$ cat config.mk
export PLATFORM = sky130hd
export DESIGN_NAME = uart_rx_deframer_flat
export DESIGN_NICKNAME = d
export VERILOG_FILES = /design/src/rtl/uart_rx_deframer_if.sv /design/src/rtl/uart_rx_deframer.sv /design/src/flat_wrapper.sv
export SDC_FILE = /design/constraint.sdc
export NUM_CORES = 1
export LEC_CHECK = 0
export CAP_MARGIN = 20
export CORE_MARGIN = 2
export CORE_UTILIZATION = 60
export DETAILED_ROUTE_END_ITERATION = 16
export DONT_BUFFER_PORTS = 1
export GPL_TIMING_DRIVEN = 0
export PLACE_DENSITY = 0.76
export SLEW_MARGIN = 5
export SYNTH_ARGS = -nofsm -noshare
export SYNTH_HDL_FRONTEND = slang
export SYNTH_SLANG_ARGS = --single-unit
$ cat constraint.sdc
create_clock -name CLK100MHZ -period 5.7 [get_ports CLK100MHZ]
set_input_delay 0.57 -clock CLK100MHZ [delete_from_list [all_inputs] [get_ports CLK100MHZ]]
set_output_delay 0.57 -clock CLK100MHZ [all_outputs]
set_load 0.01 [all_outputs]
$ cat src/rtl/uart_rx_deframer_if.sv
// rtl/uart_rx_deframer_if.sv - valid/ready byte handshake between the UART receiver and its consumer
interface uart_rx_deframer_if #(
  parameter int DATA_BITS = 8
);
  logic [DATA_BITS-1:0] rx_data;
  logic                 rx_valid;
  logic                 rx_ready;

  modport master (output rx_data, output rx_valid, input rx_ready);
  modport slave  (input rx_data, input rx_valid, output rx_ready);
endinterface

$ cat src/rtl/uart_rx_deframer.sv
// rtl/uart_rx_deframer.sv - 8N1 UART receiver with mid-bit sampling, 1-entry holding register,
// framing-error and overrun pulses
module uart_rx_deframer #(
  parameter int CLK_FREQ  = 100_000_000,
  parameter int BAUD      = 9600,
  parameter int DATA_BITS = 8
) (
  input  logic               CLK100MHZ,
  input  logic               reset_n,
  input  logic               i_rxd,
  uart_rx_deframer_if.master rx_if,
  output logic               o_frame_err,
  output logic               o_overrun,
  output logic               o_busy
);
  localparam int CLKS_PER_BIT = CLK_FREQ / BAUD;
  localparam int CW           = $clog2(CLKS_PER_BIT);
  localparam int BW           = $clog2(DATA_BITS + 1);

  localparam logic [CW-1:0]        HALF_LAST = CW'(CLKS_PER_BIT / 2 - 1);
  localparam logic [CW-1:0]        BIT_LAST  = CW'(CLKS_PER_BIT - 1);
  localparam logic [BW-1:0]        DATA_LAST = BW'(DATA_BITS - 1);
  localparam logic [DATA_BITS-1:0] MSB_ONE   = DATA_BITS'(1) << (DATA_BITS - 1);

  localparam logic [2:0] S_IDLE  = 3'd0;
  localparam logic [2:0] S_START = 3'd1;
  localparam logic [2:0] S_DATA  = 3'd2;
  localparam logic [2:0] S_STOP  = 3'd3;
  localparam logic [2:0] S_BREAK = 3'd4;

  logic [2:0]           r_state;
  logic [CW-1:0]        r_clk_cnt;
  logic [BW-1:0]        r_bit_cnt;
  logic                 r_sync1;
  logic                 r_rxs;
  logic [DATA_BITS-1:0] r_shift;
  logic [DATA_BITS-1:0] r_data;
  logic                 r_valid;
  logic                 r_frame_err;
  logic                 r_overrun;

  logic                 w_take;

  assign w_take = r_valid & rx_if.rx_ready;

  always_ff @(posedge CLK100MHZ or negedge reset_n) begin
    if (!reset_n) begin
      r_state     <= S_IDLE;
      r_clk_cnt   <= '0;
      r_bit_cnt   <= '0;
      r_sync1     <= 1'b1;
      r_rxs       <= 1'b1;
      r_shift     <= '0;
      r_data      <= '0;
      r_valid     <= 1'b0;
      r_frame_err <= 1'b0;
      r_overrun   <= 1'b0;
    end else begin
      r_sync1     <= i_rxd;
      r_rxs       <= r_sync1;
      r_frame_err <= 1'b0;
      r_overrun   <= 1'b0;

      // A delivery further down overrides this drop when both land on one edge.
      if (w_take) begin
        r_valid <= 1'b0;
      end

      case (r_state)
        S_IDLE: begin
          if (!r_rxs) begin
            r_state   <= S_START;
            r_clk_cnt <= '0;
          end
        end
        S_START: begin
          if (r_clk_cnt == HALF_LAST) begin
            r_clk_cnt <= '0;
            r_bit_cnt <= '0;
            r_state   <= r_rxs ? S_IDLE : S_DATA;
          end else begin
            r_clk_cnt <= r_clk_cnt + 1'b1;
          end
        end
        S_DATA: begin
          if (r_clk_cnt == BIT_LAST) begin
            r_clk_cnt <= '0;
            r_shift   <= (r_shift >> 1) | (r_rxs ? MSB_ONE : '0);
            r_bit_cnt <= r_bit_cnt + 1'b1;
            if (r_bit_cnt == DATA_LAST) begin
              r_state <= S_STOP;
            end
          end else begin
            r_clk_cnt <= r_clk_cnt + 1'b1;
          end
        end
        S_STOP: begin
          if (r_clk_cnt == BIT_LAST) begin
            r_clk_cnt <= '0;
            if (r_rxs) begin
              // Leave at mid-stop so a back-to-back start edge is caught in time.
              r_state <= S_IDLE;
              if (!r_valid || rx_if.rx_ready) begin
                r_data  <= r_shift;
                r_valid <= 1'b1;
              end else begin
                r_overrun <= 1'b1;
              end
            end else begin
              r_frame_err <= 1'b1;
              r_state     <= S_BREAK;
            end
          end else begin
            r_clk_cnt <= r_clk_cnt + 1'b1;
          end
        end
        S_BREAK: begin
          if (r_rxs) begin
            r_state <= S_IDLE;
          end
        end
        default: begin
          r_state <= S_IDLE;
        end
      endcase
    end
  end

  assign rx_if.rx_data  = r_data;
  assign rx_if.rx_valid = r_valid;
  assign o_frame_err    = r_frame_err;
  assign o_overrun      = r_overrun;
  assign o_busy         = (r_state != S_IDLE);
endmodule

$ cat src/flat_wrapper.sv
// flat-port wrapper written by rule: the top's interface ports become plain ports
module uart_rx_deframer_flat 
#(
  parameter int CLK_FREQ  = 100_000_000,
  parameter int BAUD      = 9600,
  parameter int DATA_BITS = 8
)
  (CLK100MHZ, reset_n, i_rxd, o_frame_err, o_overrun, o_busy, rx_if_rx_data, rx_if_rx_valid, rx_if_rx_ready);
  uart_rx_deframer_if #(.DATA_BITS(DATA_BITS)) rx_if_i ();
  input  logic CLK100MHZ;
  input  logic reset_n;
  input  logic i_rxd;
  output logic o_frame_err;
  output logic o_overrun;
  output logic o_busy;
  output wire logic [$bits(rx_if_i.rx_data)-1:0] rx_if_rx_data;
  output wire logic [$bits(rx_if_i.rx_valid)-1:0] rx_if_rx_valid;
  input wire logic [$bits(rx_if_i.rx_ready)-1:0] rx_if_rx_ready;
  assign rx_if_rx_data = rx_if_i.rx_data;
  assign rx_if_rx_valid = rx_if_i.rx_valid;
  assign rx_if_i.rx_ready = rx_if_rx_ready;
  uart_rx_deframer #(.CLK_FREQ(CLK_FREQ), .BAUD(BAUD), .DATA_BITS(DATA_BITS)) u_core (.CLK100MHZ(CLK100MHZ), .reset_n(reset_n), .i_rxd(i_rxd), .rx_if(rx_if_i), .o_frame_err(o_frame_err), .o_overrun(o_overrun), .o_busy(o_busy));
endmodule
==> metrics.txt <==
Synth Flop Type dfrtp_1; dpl hpwl ~2900 um; CP Max Fanout 10; Syn Nets 210; VDD IR max between 100 and 150 uV; Synth top area share 47.6%; RD Place Congestion between 0.9 and 1; max_cap viols 0; clk root buf clkbuf_4; Setup crit start kind flip-flop; Critical Path RT 5.91 ns; Nets 218; Pwr Density 205 nW/um^2; Core Area 3340 um^2; final cell count without fillers between 200 and 300; ranking of synthesized cells by area dfrtp_1, nand2_1, mux2_4; register area share after synthesis 50.1%; met1 Resource Use GR 32.6%; CP max-delay cell o41ai_4; Placed Area roughly 2200 um^2; Ys Warns 0; number of setup buffers added after CTS 0; H-Tree Depth 2; CTS tree done; Hold/Removal Path Class in -> async; DP Worst Slack about 3.5 ns; Final period util 39.7%; Finish-stage setup viols 0; Worst-Margin Slew 0.782 ns; crit-path leading delay family compound AO/OA/AOI/OAI gates; #FFs+latches synth 42; met2 Use GR ~37%; filler instances 287; GRT overflow 0; Die Wd 63.2 um; busiest layer in global routing met2; largest net degree at the start of global routing 41; Leak 1.08 nW; Synth async-reset ratio 100%; CTS buffer count 5; Synth Instances roughly 200; # clock sinks 42; Final Max Tran Viols 0; clk buf depth 2; share of cells above drive strength 1 between 10% and 20%; Final Skew 0.0105 ns; DR DRC count 0; setup TNS 0 ns; synth cell count leaders dfrtp_1, nand2_1, a31oi_1; crit path kind reg -> reg; vias in the first global route 1525; post-synth cell types 44; Site Rows 21; Placed Instances approximately 250; DRT Wirelength 4170 um; fin util 67.2%; Final Hold Vio Count 0; Clock Latency Late Sink 0.35 ns; Buffers & Inverters on Critical Path 1; synthesized area 2100 um^2; FMAX around 440 MHz; relative slew slack 47.5%; CP Cell Sequence ha_1 > nand3_1 > o41ai_4 > o22ai_2 > buf_6 > a41oi_1 > a31oi_1; diode count 0; grt met3 use 5.36%; status complete, no violations; port buffer count 0; Die H around 63 um; CTS clock-pin slew for the worst setup and hold paths 0.12 ns; Yosys top cell by area dfrtp_1; I/O Pins 16; WL/cell 16.2 um; RSZ-0062 raised after global routing no; DRT antenna net count 0; Post-synth EDFFs 0; total die area 3990 um^2; most common cell in the synthesized netlist dfrtp_1; Worst EP arrival between 2 and 2.5 ns; final instance area roughly 2200 um^2; Via density 6.12; worst setup margin roughly 3.4 ns; initial antenna violation count 0; area added between synthesis and finish 6.73%; Overall Global Routing Usage 23.6%; Tmin final 2.27 ns; reg2reg setup slack 3.43 ns; critical path endpoint category flip-flop; total number of vias 1578; largest stage delay on the critical path 0.49 ns; global-route wire length before repair 7290 um; syn avg cell area between 10 and 15 um^2; DRT Pass-1 Iters 5; Initial Util 63.0%; Iteration-0 DRC Markers 137
[placed cells by master (no fill, tap or decap), drive strengths merged, types with 2 or more instances in the layout]
| cell type | netlist | routed |
|---|---|---|
| nand2b | 2 | 2 |
| a21oi | 13 | 13 |
| inv | 4 | 4 |
| a21o | 5 | 5 |
| mux2 | 9 | 9 |
| nand4 | 2 | 2 |
| dfrtp | 40 | 40 |
| nor2b | 3 | 3 |
| or2 | 4 | 4 |
| and2 | 2 | 2 |
| nor4 | 2 | 2 |
| a31oi | 15 | 15 |
| clkbuf | 5 | 11 |
| a41oi | 3 | 3 |
| o21ai | 6 | 6 |
| dfstp | 2 | 2 |
| a22o | 4 | 4 |
| and3 | 5 | 5 |
| buf | 5 | 6 |
| nand2 | 40 | 40 |
| ha | 3 | 3 |
| nor2 | 9 | 9 |
| nand3 | 5 | 5 |
[power breakdown]
group	internal, W	leakage [nW]	switching, W	total, W
logic	0.00000187	0.482	0.00000547	0.00000734
clock network	0.0000593	0.0343	0.0000931	0.000152
registers	0.000299	0.565	0.000000851	0.000300
[worst paths after layout]
path	from	to	cells past startpoint
setup / recovery	u_core.r_clk_cnt[0]	u_core.r_clk_cnt[4]	7
hold / removal	reset_n	u_core.r_shift[2]	1
setup reg to reg	u_core.r_clk_cnt[0]	u_core.r_clk_cnt[4]	7
hold reg to reg	u_core.r_sync1	u_core.r_rxs	0
max in group asynchronous	reset_n	u_core.r_bit_cnt[1]	1
min in group CLK100MHZ	i_rxd	u_core.r_sync1	0
[kinds of logic after synthesis]
| family | count (synthesis) | synth area share, % |
|---|---|---|
| simple gates | 84 | 21.3 |
| buf+inv | 14 | 3.69 |
| mux | 9 | 6.25 |
| flops | 42 | 50.1 |
| compound gates | 51 | 16.9 |
| fa+ha+maj | 3 | 1.79 |
[stage by stage]
| step | hold slack (ns) | total power (W) |
|---|---|---|
| floorplan | 0.274 | 0.000306 |
| global placement | 0.276 | 0.000307 |
| detailed placement | 0.275 | 0.000307 |
| CTS | 0.0272 | 0.000468 |
| global route | 0.00335 | 0.000484 |
| finish | 0.0395 | 0.000460 |
[state kept, by name, indices dropped and copies added, names as in the netlist]
signal                 count
u_core.rx_if.rx_data       8
u_core.r_state             3
u_core.r_clk_cnt          14
u_core.o_frame_err         1
u_core.r_rxs               1
u_core.rx_if.rx_valid      1
u_core.r_sync1             1
u_core.r_shift             8
u_core.o_overrun           1
u_core.r_bit_cnt           4
[per-layer routing]
layer  vias up  wire [um]
met5         -          0
met4         0         63
met3         7        304
met2        60       1960
met1       762       1840
li1        749          -
[layout make-up]
type                            instances  area [um^2]  area share, %
Buffer                                 10         62.6           2.79
Clock buffer                            6         51.3           2.29
Clock inverter                          2         12.5          0.558
Inverter                                4         15.0          0.670
Multi-Input combinational cell        147          970           43.2
Sequential cell                        42         1050           47.0
Tap cell                               46         57.6           2.57
Timing Repair Buffer                    1         20.0          0.893
[what timing repair did]
action	CTS	global route
hold buffers	1	0
resized for setup	0	0
hold endpoints to repair	40	0
endpoints found under the setup margin	0	0
No activity file was read; power rests on OpenSTA's default activity.
==> RTL change 1: new RTL, same settings <==
Register the input `i_rxd` before use, with the module's reset. The logic sees it one clock later. The other inputs are not delayed to match.
--- a/src/rtl/uart_rx_deframer.sv
+++ b/src/rtl/uart_rx_deframer.sv
@@ -30,2 +30,12 @@
 
+  logic i_rxd_q;
+
+  always_ff @(posedge CLK100MHZ or negedge reset_n) begin
+    if (!reset_n) begin
+      i_rxd_q <= '0;
+    end else begin
+      i_rxd_q <= i_rxd;
+    end
+  end
+
   logic [2:0]           r_state;
@@ -58,3 +68,3 @@
     end else begin
-      r_sync1     <= i_rxd;
+      r_sync1     <= i_rxd_q;
       r_rxs       <= r_sync1;
Formal check against the unedited RTL: not equivalent (a bounded check fails within 4 cycles, from zero or initial values and one cycle with reset_n low).
==> RTL change 1 against the original RTL <==
  * Cell area decreased by 2.5%
  * Synthesized area decreased by 2.2%
  * Utilization decreased by 1.2 points
  * Routed wire length decreased by 5.6%
  * Combinational power increased by 17%
  * Via count decreased by 3.2%
  * Sequential cell count increased by 1
  * Critical path depth unchanged
  * Setup slack got worse by 0.28 ns
  * Final cell count decreased by 4.7%
  * First-iteration DRC count decreased by 22%
  * Power increased by 0.28%
  * Critical endpoint is now u_core.r_clk_cnt[7]
  * Largest power group unchanged
  * Highest routed layer unchanged
==> RTL change 1: results (changes against the original RTL) <==
vias: 1528  # was 1578
critPathSlowestCell: "or4_1"  # was o41ai_4
r2r-end: "u_core.r_clk_cnt[7]"  # was u_core.r_clk_cnt[4]
synth_compound_area_frac: 0.135  # was 0.169
drive_gt1_frac: 0.165  # was 0.170
grt_max_degree: 42  # was 41
power_leakage_uw: 0.000958  # was 0.00108 µW
grt_pass1_vias: 1499  # was 1525
synth.cells.most_frequent: "dfrtp_1 (41), nand2_1 (19), mux2_2 (16), nor2_1 (11), o21ai_0 (11)"  # was dfrtp_1 (40), nand2_1 (39), a31oi_1 (15), a21oi_1 (13), nor2_1 (9)
nets: 206  # was 218
post_synth_num_cell_types: 41  # was 44
slowest_delay_ns: 0.55  # was 0.49 ns
drt_wl_total_mm: 3.93  # was 4.17 mm
status: "complete, no violations"  # unchanged
dpl-instance-area_um2: 2110  # was 2160 µm²
netlist_instances: 191  # was 203
synth_xor_area_frac: 0.0256  # was 0
grt_pass1_wl_mm: 6.89  # was 7.29 mm
multi_input_area_um2: 936  # was 970 µm²
synth_fp_nets: 198  # was 210
dp_hpwl_mm: 2.69  # was 2.91 mm
synthAdderAreaFrac: 0.0183  # was 0.0179
vdd_drop_max_mv: 0.188  # was 0.140 mV
gp_congestion: 0.852  # was 0.919
grt_usage: 0.221  # was 0.236
rrSetupSlack_ns: 3.15  # was 3.43 ns
dp.cells: 237  # was 249
first_pass_iters: 4  # was 5
drt-wirelength-per-cell_um: 16.0  # was 16.2 µm
fin_worst_skew_ns: 0.0148  # was 0.0105 ns
fin_hold_ws_ns: 0.0444  # was 0.0395 ns
drt_iter0_markers: 107  # was 137
critPathArrivalTime_ns: 2.80  # was 2.48 ns
==> RTL change 1: changes by cell type in the layout (fill, tap and decap cells not counted), sizes merged, moves of 4 or more <==
cell	unedited run	this run
xnor2	0	6
nand2	40	19
a21o	5	1
nor3	1	8
a21oi	13	7
mux2	9	16
o21ai	6	13
a31oi	15	3
==> RTL change 1: power by group through the flow <==
stage	sequential [µW]	combinational, µW	clock [µW]
6_report	307	8.57	145
5_1_grt	307	10.1	164
4_1_cts	307	9.03	148
3_5_place_dp	313	1.81	0
3_3_place_gp	313	1.84	0
2_1_floorplan	313	1.44	0
==> RTL change 1: cell type report <==
class | instances | area share
Clock buffer | 6 | 0.0189
Multi-Input combinational cell | 138 | 0.428
Inverter | 3 | 0.00515
Timing Repair Buffer | 1 | 0.00916
Tap cell | 46 | 0.0263
Clock inverter | 2 | 0.00572
Sequential cell | 43 | 0.493
Buffer | 7 | 0.0132
==> RTL change 1: worst max-delay path by stage <==
stage | startpoint | to | slack, ns | cells past startpoint
floorplan | u_core.r_clk_cnt[6] | u_core.r_clk_cnt[4] | 3.41 | 6
global placement | u_core.r_clk_cnt[8] | u_core.r_clk_cnt[7] | 3.20 | 7
detailed placement | u_core.r_clk_cnt[8] | u_core.r_clk_cnt[7] | 3.20 | 7
CTS | u_core.r_clk_cnt[0] | u_core.r_clk_cnt[7] | 3.18 | 7
global route | u_core.r_clk_cnt[0] | u_core.r_clk_cnt[2] | 3.03 | 7
finish | u_core.r_clk_cnt[0] | u_core.r_clk_cnt[7] | 3.15 | 7
==> RTL change 1: layer usage <==
metal,up-vias,global-route usage,share of wire
li1,718,-,-
met1,756,0.287,0.44
met2,49,0.367,0.49
met3,5,0.0523,0.056
met4,0,0.0750,0.011
met5,-,0,0
==> RTL change 2: new RTL, config.mk and constraints unchanged <==
Made on the original files. `DATA_BITS` is set to 8 in 3 places; all go to 16.
--- a/src/rtl/uart_rx_deframer_if.sv
+++ b/src/rtl/uart_rx_deframer_if.sv
@@ -2,3 +2,3 @@
 interface uart_rx_deframer_if #(
-  parameter int DATA_BITS = 8
+  parameter int DATA_BITS = 16
 );
--- a/src/rtl/uart_rx_deframer.sv
+++ b/src/rtl/uart_rx_deframer.sv
@@ -5,3 +5,3 @@
   parameter int BAUD      = 9600,
-  parameter int DATA_BITS = 8
+  parameter int DATA_BITS = 16
 ) (
--- a/src/flat_wrapper.sv
+++ b/src/flat_wrapper.sv
@@ -5,3 +5,3 @@
   parameter int BAUD      = 9600,
-  parameter int DATA_BITS = 8
+  parameter int DATA_BITS = 16
 )
Ports: changed (resized rx_if_rx_data); port bits go from 16 to 24. The function was not compared with the original's and may differ.
==> RTL change 2 against the original RTL <==
  * Setup slack improved by 0.018 ns
  * Combinational power rose by 39%
  * Cell area rose by 35%
  * Routed wire length rose by 19%
  * Final cell count rose by 28%
  * Sequential cell count rose by 17
  * Synthesized area rose by 31%
  * Power rose by 65%
  * Critical path type unchanged
==> RTL change 2: results (changes against the original RTL) <==
first_pass_iters: 4  # was 5
sh_seq_area: 0.490  # was 0.470
numCtsBuffers: 9  # was 5
dr_wl_met2_mm: 2.31  # was 1.96 mm
clkLatencyLatePin_ns: 0.33  # was 0.35 ns
synth_area_leaders: "dfrtp_1 (52%), nand2_1 (8.0%), mux2_4 (5.4%)"  # was dfrtp_1 (48%), nand2_1 (7.0%), mux2_4 (5.7%)
synth_fp_nets: 271  # was 210
path_clk_slew_ns: 0.06  # was 0.12 ns
synth_xor_area_frac: 0.00952  # was 0
vias_per_cell: 5.83  # was 6.12
nets: 283  # was 218
cts_htree_levels: 3  # was 2
synth_mux_area_frac: 0.0911  # was 0.0625
grt_usage: 0.218  # was 0.236
grt_pass1_vias: 1780  # was 1525
vdd_drop_max_mv: 0.206  # was 0.140 mV
synth.cells.most_frequent: "nand2_1 (59), dfrtp_1 (57), o21ai_0 (14), nor2_1 (13), mux2_4 (10)"  # was dfrtp_1 (40), nand2_1 (39), a31oi_1 (15), a21oi_1 (13), nor2_1 (9)
fin_worst_skew_ns: 0.00998  # was 0.0105 ns
gp_congestion: 0.818  # was 0.919
seq_area_frac_synth: 0.536  # was 0.501
dp.cells: 315  # was 249
dp_hpwl_mm: 3.26  # was 2.91 mm
drt-wirelength-per-cell_um: 15.0  # was 16.2 µm
critPathArrivalTime_ns: 2.45  # was 2.48 ns
grt_pass1_wl_mm: 8.48  # was 7.29 mm
status: "complete, no violations"  # unchanged
[RTL change 2: worst max-delay path by stage]
stage / from / end / slack, ns / cells past startpoint
floorplan: u_core.r_clk_cnt[0] / u_core.rx_if.rx_data[10] / 3.70 / 9
global placement: u_core.r_clk_cnt[0] / u_core.rx_if.rx_data[4] / 3.48 / 9
detailed placement: u_core.r_clk_cnt[0] / u_core.rx_if.rx_data[11] / 3.46 / 9
CTS: u_core.r_clk_cnt[0] / u_core.rx_if.rx_data[4] / 3.44 / 9
global route: u_core.r_clk_cnt[0] / u_core.r_clk_cnt[5] / 3.26 / 7
finish: u_core.r_clk_cnt[0] / u_core.rx_if.rx_data[4] / 3.45 / 9
[RTL change 2: report_power, final]
part           switching, µW  leakage, µW  total (µW)  internal [µW]
clock network            153    0.0000843         328            176
logic                   7.60     0.000608        10.2           2.62
registers               1.19     0.000803         421            420
total                    161      0.00150         760            599
[RTL change 2: what timing repair did]
| item | CTS | global route |
|---|---|---|
| hold buffers | 1 | 0 |
| gates resized for setup | 0 | 0 |
| hold endpoints to repair | 57 | 0 |
[RTL change 2: cells by family (layout without fill, tap and decap cells)]
family / Yosys count / count (layout)
xor+xnor: 3 / 3
compound gates: 46 / 46
buf+inv: 21 / 36
fa+ha+maj: 4 / 4
simple gates: 111 / 111
flops: 59 / 59
mux: 19 / 19
[RTL change 2: worst max-delay path: stages (launching register included)]
cell and delay (ns):
dfrtp_1 0.42, ha_1 0.25, and4_1 0.24, and4_1 0.18, buf_4 0.14, nand4_4 0.12
nor2b_2 0.16, buf_6 0.16, buf_12 0.15, mux2_4 0.30
[RTL change 2: layer usage]
metal,vias to the layer above,track usage
met3,7,0.0605
met2,61,0.316
li1,937,-
met5,-,0
met4,0,0.101
met1,920,0.308
